## src/rtl/alu_seq_pkg.sv

```systemverilog
// Shared opcode constants, sequencer state encoding and opcode classification
// helpers for the ALU operation sequencer and its ALU bench.
package alu_seq_pkg;

   localparam logic [4:0] OP_ADD = 5'b00011;
   localparam logic [4:0] OP_SUB = 5'b00100;
   localparam logic [4:0] OP_AND = 5'b00101;
   localparam logic [4:0] OP_OR  = 5'b00110;
   localparam logic [4:0] OP_XOR = 5'b00111;
   localparam logic [4:0] OP_SLL = 5'b01000;
   localparam logic [4:0] OP_SRL = 5'b01001;
   localparam logic [4:0] OP_SRA = 5'b01010;
   localparam logic [4:0] OP_SLT = 5'b01011;
   localparam logic [4:0] OP_MUL = 5'b01111;
   localparam logic [4:0] OP_DIV = 5'b10000;
   localparam logic [4:0] OP_NEG = 5'b10001;
   localparam logic [4:0] OP_NOT = 5'b10010;

   localparam int WAIT_CNT_WIDTH = 8;

   typedef enum logic [1:0] {
      IDLE,
      EXEC,
      WAIT,
      DONE
   } seqState_t;

   function automatic logic isLegalOp(input logic [4:0] op);
      return ((op >= OP_ADD) && (op <= OP_SLT)) ||
             (op == OP_MUL) || (op == OP_DIV) ||
             (op == OP_NEG) || (op == OP_NOT);
   endfunction

   function automatic logic isMulDiv(input logic [4:0] op);
      return (op == OP_MUL) || (op == OP_DIV);
   endfunction

endpackage

```

## src/rtl/alu_seq_wait_cnt.sv

```systemverilog
// Loadable down-counter that holds the sequencer in WAIT while a multi-cycle
// mul/div settles; saturates at zero.
module alu_seq_wait_cnt #(
   parameter int WIDTH = 8
) (
   input  logic             clock,
   input  logic             clear,
   input  logic             load,
   input  logic [WIDTH-1:0] loadValue,
   input  logic             decrement,
   output logic [WIDTH-1:0] count,
   output logic             zero,
   output logic             expiring
);

   // NOTE: sequential state uses non-blocking assignments so every register
   // samples pre-edge values and simulation matches the synthesized flops.
   always_ff @(posedge clock or negedge clear) begin
      if (!clear) begin
         count <= '0;
      end else if (load) begin
         count <= loadValue;
      end else if (decrement && !zero) begin
         count <= count - 1'b1;
      end
   end

   assign zero     = (count == '0);
   assign expiring = (count == WIDTH'(1));

endmodule

```

## src/rtl/alu_op_sequencer.sv

```systemverilog
// Single-request ALU operation sequencer: latches operands, waits out mul/div
// latency and holds the result until consumed. Optional macro
// ALU_SEQ_DIVZERO_CHECK_EN flags div-by-zero as an error without waiting.
module alu_op_sequencer
   import alu_seq_pkg::*;
#(
   parameter int MULDIV_WAIT = 32
) (
   input  logic        clock,
   input  logic        clear,
   input  logic        req_valid,
   output logic        req_ready,
   input  logic [4:0]  req_op,
   input  logic [31:0] req_a,
   input  logic [31:0] req_b,
   output logic [31:0] alu_y,
   output logic [31:0] alu_bus,
   output logic [4:0]  alu_ctrl,
   input  logic [63:0] alu_z,
   output logic        rsp_valid,
   input  logic        rsp_ready,
   output logic [31:0] rsp_lo,
   output logic [31:0] rsp_hi,
   output logic        rsp_err,
   output logic        busy
);

   seqState_t state, stateNext;

   logic accept, capture, captureErr, retire;
   logic cntLoad, cntDec, cntZero, cntExpiring, divZero;
   logic [WAIT_CNT_WIDTH-1:0] cntValue;

`ifdef ALU_SEQ_DIVZERO_CHECK_EN
   assign divZero = (alu_ctrl == OP_DIV) && (alu_bus == '0);
`else
   assign divZero = 1'b0;
`endif

   alu_seq_wait_cnt #(.WIDTH(WAIT_CNT_WIDTH)) waitCnt (
      .clock     (clock),
      .clear     (clear),
      .load      (cntLoad),
      .loadValue (WAIT_CNT_WIDTH'(MULDIV_WAIT)),
      .decrement (cntDec),
      .count     (cntValue),
      .zero      (cntZero),
      .expiring  (cntExpiring)
   );

   always_ff @(posedge clock or negedge clear) begin
      if (!clear) state <= IDLE;
      else        state <= stateNext;
   end

   // NOTE: every signal driven here gets a default first, so no path through
   // the case can leave it unassigned and infer a latch.
   always_comb begin
      stateNext  = state;
      accept     = 1'b0;
      capture    = 1'b0;
      captureErr = 1'b0;
      retire     = 1'b0;
      cntLoad    = 1'b0;
      cntDec     = 1'b0;
      unique case (state)
         IDLE: if (req_valid) begin
            accept    = 1'b1;
            stateNext = EXEC;
         end
         EXEC: if (!isLegalOp(alu_ctrl) || divZero) begin
            captureErr = 1'b1;
            stateNext  = DONE;
         end else if (isMulDiv(alu_ctrl)) begin
            cntLoad   = 1'b1;
            stateNext = WAIT;
         end else begin
            capture   = 1'b1;
            stateNext = DONE;
         end
         WAIT: begin
            cntDec = 1'b1;
            // A zero count in WAIT is only reachable on a corrupted load; exit anyway.
            if (cntExpiring || cntZero) begin
               capture   = 1'b1;
               stateNext = DONE;
            end
         end
         DONE: if (rsp_ready) begin
            retire    = 1'b1;
            stateNext = IDLE;
         end
         default: stateNext = IDLE;
      endcase
   end

   always_ff @(posedge clock or negedge clear) begin
      if (!clear) begin
         alu_y    <= '0;
         alu_bus  <= '0;
         alu_ctrl <= '0;
         rsp_lo   <= '0;
         rsp_hi   <= '0;
         rsp_err  <= 1'b0;
      end else begin
         if (accept) begin
            alu_y    <= req_a;
            alu_bus  <= req_b;
            alu_ctrl <= req_op;
         end
         if (retire) alu_ctrl <= '0;
         if (capture) begin
            rsp_lo  <= alu_z[31:0];
            rsp_hi  <= alu_z[63:32];
            rsp_err <= 1'b0;
         end
         if (captureErr) begin
            rsp_lo  <= '0;
            rsp_hi  <= '0;
            rsp_err <= 1'b1;
         end
      end
   end

   assign req_ready = (state == IDLE);
   assign busy      = (state != IDLE);
   assign rsp_valid = (state == DONE);

endmodule

```

## config.mk

```make
export PLATFORM = sky130hd
export DESIGN_NAME = alu_op_sequencer
export DESIGN_NICKNAME = d
export VERILOG_FILES = /design/src/rtl/alu_seq_pkg.sv /design/src/rtl/alu_seq_wait_cnt.sv /design/src/rtl/alu_op_sequencer.sv
export SDC_FILE = /design/constraint.sdc
export NUM_CORES = 1
export LEC_CHECK = 0
export ABC_CLOCK_PERIOD_IN_PS = 3900
export CAP_MARGIN = 5
export CORE_ASPECT_RATIO = 1.25
export CORE_MARGIN = 1.5
export CORE_UTILIZATION = 45
export CTS_BUF_LIST = sky130_fd_sc_hd__clkbuf_16
export CTS_CLUSTER_DIAMETER = 30
export DETAILED_ROUTE_END_ITERATION = 16
export PLACE_DENSITY = 0.86
export SYNTH_ARGS = -nofsm -noshare
export SYNTH_HDL_FRONTEND = slang
export SYNTH_SLANG_ARGS = --single-unit
export TNS_END_PERCENT = 100
```

## constraint.sdc

```tcl
create_clock -name clock -period 3.9 [get_ports clock]
set_input_delay 0.975 -clock clock [delete_from_list [all_inputs] [get_ports clock]]
set_output_delay 0.975 -clock clock [all_outputs]
set_load 0.05 [all_outputs]
```

==> results.toml, run 1 <==
[synth]
synth_top_area_frac = 0.6085
synth_compound_area_frac = 0.02324
ys_types = 34
synth_xor_area_frac = 0.01183
synth.yosys.warnings = 0
synth-seq-cells = 144
synth_fa_ha_area_frac = 0.01268
synth-simple-area-share = 0.2005
synth_fp_nets = 729
yosysSeqAreaShare = 0.6085
synth_top_family_by_area = "simple AND/OR/NAND/NOR gates"
syn_avg_cell_area_um2 = 10.11
synth_area_leaders = "dfrtp_1 61%, nand2_1 13%, mux2i_1 11%"
synthCells = 586
yosysTopAreaCell = "dfrtp_1"
muxShareOfSynthArea = 0.1101
synthesis.area_um2 = 5922

[detailed_routing]
drc_errors = 0
drt_pass1_iterations = 4
drtIter0Drc = 239
dr_total_vias = 5110
wl_per_cell_um = 16.14
routed_via_density = 4.947
drt-total-wl_mm = 16.67
final_antenna_net_count = 0

[floorplan]
core-area_um2 = 12780
row_count = 46
die_w_um = 105.6
die_area_um2 = 13860
initial_core_util = 0.4635
die_h_um = 131.3
ios = 274

[global_route]
track_usage = 0.2450
grt_pass1_wl_mm = 26.66
gr-total-overflow = 0
grt_pass1_vias = 5306
antenna_found_initial = 0
grt_max_degree = 75

[timing]
fmax_mhz = 327.1
rsz0062_at_grt = "no"
slew_violations = 0
final.period_utilization = 0.7838
finalClockSkew_ns = 0.008068
finalHoldViolCount = 0
setup-violations-final = 0
tightest_slew_ns = 1.087
finalSetupTns_ns = 0
period_minus_slack_ns = 3.057
relSlewSlack = 0.2753

[layout]
final_nets = 995
final_cell_mix = "272 x clkdlybuf4s50_1, 205 x nand2_1, 144 x dfrtp_1"
layout_commonest_cell = "clkdlybuf4s50_1"
num_antenna_cells = 0
area_delta_synth_final_pct = 58.65
drive_gt1_frac = 0.04971

[cts]
cts_root_buffer = "clkbuf_16"
clk_latency_ns = 0.41
cts_resized = 0
clk_pin_slew_ns = 0.06
cts_made_buffers = 17
htreeDepth = 4
cts_tree = "done"
cts_setup_buffers = 0
cts_hold_buf = 0
clk_path_buf_depth = 2
clock-sinks = 144

[worst_setup_path]
cp-start-kind = "flip-flop"
crit_type = "reg -> out"
cp_cell_sequence = "inv_1, ha_1, inv_1, clkdlybuf4s50_1"
crit_fanout = 6
arrival_ns = 2.08
slowest_stage = "clkdlybuf4s50_1"
required_ns = 2.92
cp_slowest_stage_delay_ns = 0.81
endpoint_kind = "primary output"
crit_top_cell = "inv_1"

[power_and_ir_drop]
swShare = 0.4580
max-vdd-ir-drop_mv = 0.6142
p_leak_nw = 4.809
p_total_mw = 8.124
seqPwrFrac = 0.286
p_comb_frac = 0.510
power_density_nw_per_um2 = 864.7
pwr-share-clk = 0.204
p_sw_mw = 3.720
p_int_mw = 4.403

[hold_path]
min_path_type = "reg -> reg"

[placement]
place.gp.congestion = 0.7945
dpl.hpwl_mm = 11.89
portBuffers = 273

[status]
outcome = "completed"

[flow_run]
drv_cap = 0
==> registers in the layout (all words and copies together) (netlist names) <==
signal and count:
alu_y 32, alu_bus 32, rsp_lo 32, rsp_hi 32, waitCnt.count 8, rsp_err 1, alu_ctrl 5, state 2
==> power by group through the flow <==
stage                     Sequential, mW  Combinational, mW  Clock, mW
after detailed placement            2.33               4.13          0
after global placement              2.30               4.03          0
after CTS                           2.32               4.16       1.69
after floorplan                     3.75               1.32          0
after global routing                2.38               4.39       1.76
final                               2.32               4.14       1.66
==> critical path: cells and delay by family (launching register included) <==
kind	cells	cell delay, ns
flops	1	0.41
fa+ha+maj	1	0.26
buf+inv	3	1.01
==> per-layer routing <==
metal / global-route usage / share of wire / wire [um]
met4: 0.08784 / 0.022 / 364
met3: 0.07937 / 0.078 / 1294
met5: 0 / 0 / 0
met2: 0.4263 / 0.52 / 8681
met1: 0.2813 / 0.38 / 6333
==> stage by stage <==
stage          worst slack, ns  instance area [um^2]    util  hold WS (ns)  cells
4_1_cts                 0.8244                  9375  0.7337        0.4783   1032
3_3_place_gp             1.224                  8766  0.6861        0.4568   1000
3_5_place_dp             1.090                  8766  0.6861        0.4616   1000
6_report                0.8431                  9395  0.7353        0.4729   1033
5_1_grt                 0.7122                  9395  0.7353        0.4949   1033
2_1_floorplan            1.517                  5922       -        0.5056    586
==> logic make-up (layout without fill, tap and decap cells) <==
group	after synthesis	after routing
and+or+nand+nor	303	303
adders and majority gates	6	6
AOI/OAI and AO/OA	20	20
DFF	144	144
buffers and inverters	40	319
xor gates and xnor gates	8	8
muxes	65	65
==> path summary, 6_finish.rpt <==
check                      cells past startpoint      start  slack, ns    endpoint
min reg2reg                                    2  alu_y[20]       0.47   alu_y[20]
min                                            2  alu_y[20]       0.47   alu_y[20]
max reg2reg                                    8   state[1]       1.20  rsp_lo[19]
max                                            4   state[1]       0.84        busy
max in group asynchronous                      2      clear       2.49   rsp_lo[3]
min in group asynchronous                      1      clear       0.55   alu_y[26]
==> final cells by class <==
type,instances,area [um^2]
flip-flops and latches,144,3603
fillers,906,3382
repair buffers,279,2804
multi-input cells,402,2138
clock buffers,17,425.4
well taps,168,210.2
clock inverters,15,183.9
inverters,8,30.03
==> synth_stat cells <==
master	n
and2_1	3
a211oi_1	2
o22ai_1	1
xor2_1	3
o21ai_1	1
nor3b_1	1
buf_2	1
clkbuf_1	22
or4_1	1
nand2_1	206
ha_1	6
dfrtp_1	144
or4_4	1
o41ai_1	1
o31ai_1	2
nor2b_1	2
inv_1	8
or3_1	2
a21o_1	1
mux2i_1	64
nand4_1	2
buf_6	6
xnor2_1	5
nor2_1	80
or2_2	1
nand2b_1	2
o221ai_1	1
nor4_1	2
o41a_1	1
buf_1	3
o221a_2	1
o31a_1	1
mux2_1	1
a21oi_1	8
No activity file was read; power rests on OpenSTA's default activity.
==> run 2, diff against run 1 <==
ABC_CLOCK_PERIOD_IN_PS = 2650   (was 3900)
CORE_UTILIZATION = 37   (was 45)
PLACE_DENSITY = 0.76   (was 0.86)
clock period = 2.65 ns   (was 3.9 ns; I/O delays follow)
==> run 2 against run 1 <==
Hold slack lost 0.29 ns. Total power rose by 46%. Non-clock buffer count grew 1. Core utilization decreased by 13 points. Via count shrank 4.0%. Wire length down 5.8%.
==> results.toml, run 2 (synthesis gave the netlist of run 1 again) <==
[status]
outcome = "completed"

[floorplan]
die_h_um = 144.4
initial_core_util = 0.3788
row_count = 51
ios = 274
die_area_um2 = 16780
die_w_um = 116.2
core-area_um2 = 15630

[timing]
finalHoldViolCount = 0
tightest_slew_ns = 0.5459
whs_ns = 0.1820
finalClockSkew_ns = 0.008218
rsz0062_at_grt = "no"
setup-violations-final = 0
relSlewSlack = 0.6350
period_minus_slack_ns = 2.494
finalSetupTns_ns = 0
fmax_mhz = 400.9
slew_violations = 0
final.period_utilization = 0.9413

[layout]
area_delta_synth_final_pct = 60.09
final_cell_mix = "270 x clkdlybuf4s50_1, 205 x nand2_1, 144 x dfrtp_1"
final_util = 0.6064
fillCellCount = 1314
num_antenna_cells = 0
final_nets = 996
layout_commonest_cell = "clkdlybuf4s50_1"
drive_gt1_frac = 0.05312

[placement]
place.gp.congestion = 0.8179
portBuffers = 273
dpl.hpwl_mm = 11.12

[global_route]
track_usage = 0.1845
grt_max_degree = 69
gr-total-overflow = 0
grt_pass1_vias = 4841
antenna_found_initial = 0
grt_pass1_wl_mm = 23.73

[detailed_routing]
wl_per_cell_um = 14.58
drc_errors = 0
drt-total-wl_mm = 15.71
drtIter0Drc = 189
routed_via_density = 4.549
final_antenna_net_count = 0
dr_total_vias = 4904
drt_pass1_iterations = 4

[power_and_ir_drop]
p_leak_nw = 4.821
max-vdd-ir-drop_mv = 0.8077
power_density_nw_per_um2 = 1247

[cts]
htreeDepth = 4
cts_hold_buf = 0
clk_path_buf_depth = 2
cts_made_buffers = 17
clock-sinks = 144
clk_pin_slew_ns = 0.06
cts_root_buffer = "clkbuf_16"
clk_latency_ns = 0.42
cts_tree = "done"

[worst_setup_path]
crit_fanout = 5
crit_type = "reg -> out"
endpoint_kind = "primary output"
arrival_ns = 1.83
required_ns = 1.99
cp-start-kind = "flip-flop"

[hold_path]
min_path_type = "in -> async"

[flow_run]
drv_cap = 0
[run 2: worst paths after layout]
| kind | from | end | slack [ns] | depth (start not counted) |
|---|---|---|---|---|
| worst min register to register | alu_y[15] | alu_y[15] | 0.47 | 2 |
| worst max-delay path | state[1] | rsp_valid | 0.16 | 2 |
| min in group clock | alu_y[15] | alu_y[15] | 0.47 | 2 |
| max in group asynchronous | clear | rsp_hi[10] | 1.79 | 2 |
| worst min-delay path | clear | rsp_hi[15] | 0.18 | 1 |
| worst max register to register | waitCnt.count[4] | rsp_lo[0] | 0.30 | 6 |
[run 2: metrics by stage]
step           total power, mW  cell area [um^2]  worst slack, ns  instances
6_report                 11.83              9480           0.1556       1078
5_1_grt                  12.48              9480          0.08261       1078
4_1_cts                  11.97              9480           0.1335       1078
3_5_place_dp             9.553              8896           0.3647       1046
3_3_place_gp             9.463              8896           0.4141       1046
2_1_floorplan            7.463              5922           0.4385        586
[run 2: report_power, final]
| part | switching [mW] | internal [mW] |
|---|---|---|
| sequential | 0.448 | 2.92 |
| combinational | 3.98 | 2.11 |
| clock | 0.968 | 1.40 |
[run 2: what timing repair did]
item                                    4_1_cts  5_1_grt
endpoints found under the setup margin        1        0
buffers inserted                              0        0
hold endpoints to repair                      0        0
gates resized for setup                       1        0
[run 2: worst max-delay path, stage by stage, from the launching register on]
cell and delay, ns:
dfrtp_1 0.41, ha_1 0.20, clkdlybuf4s50_1 0.81
[run 2: per-layer routing]
metal	vias to the layer above	wire length, um	track usage
li1	2396	-	-
met3	21	1335	0.06873
met5	-	0	0
met2	201	7729	0.3031
met4	0	320	0.07574
met1	2286	6328	0.2171
[run 2: layout make-up]
type                       instances  area [um^2]  share of cell area
timing repair buffer             280         2858              0.3014
clock inverter                    15        160.2             0.01689
clock buffer                      17        425.4             0.04487
multi-input combinational        402         2138              0.2256
inverter                           8        30.03            0.003167
sequential                       144         3603              0.3801
tap                              212        265.3             0.02798
==> run 3, diff against run 2 <==
TNS_END_PERCENT = 5   (was 100)
==> results of run 3 <==
No change in the layout: final DEF, timing and power equal those of run 2.
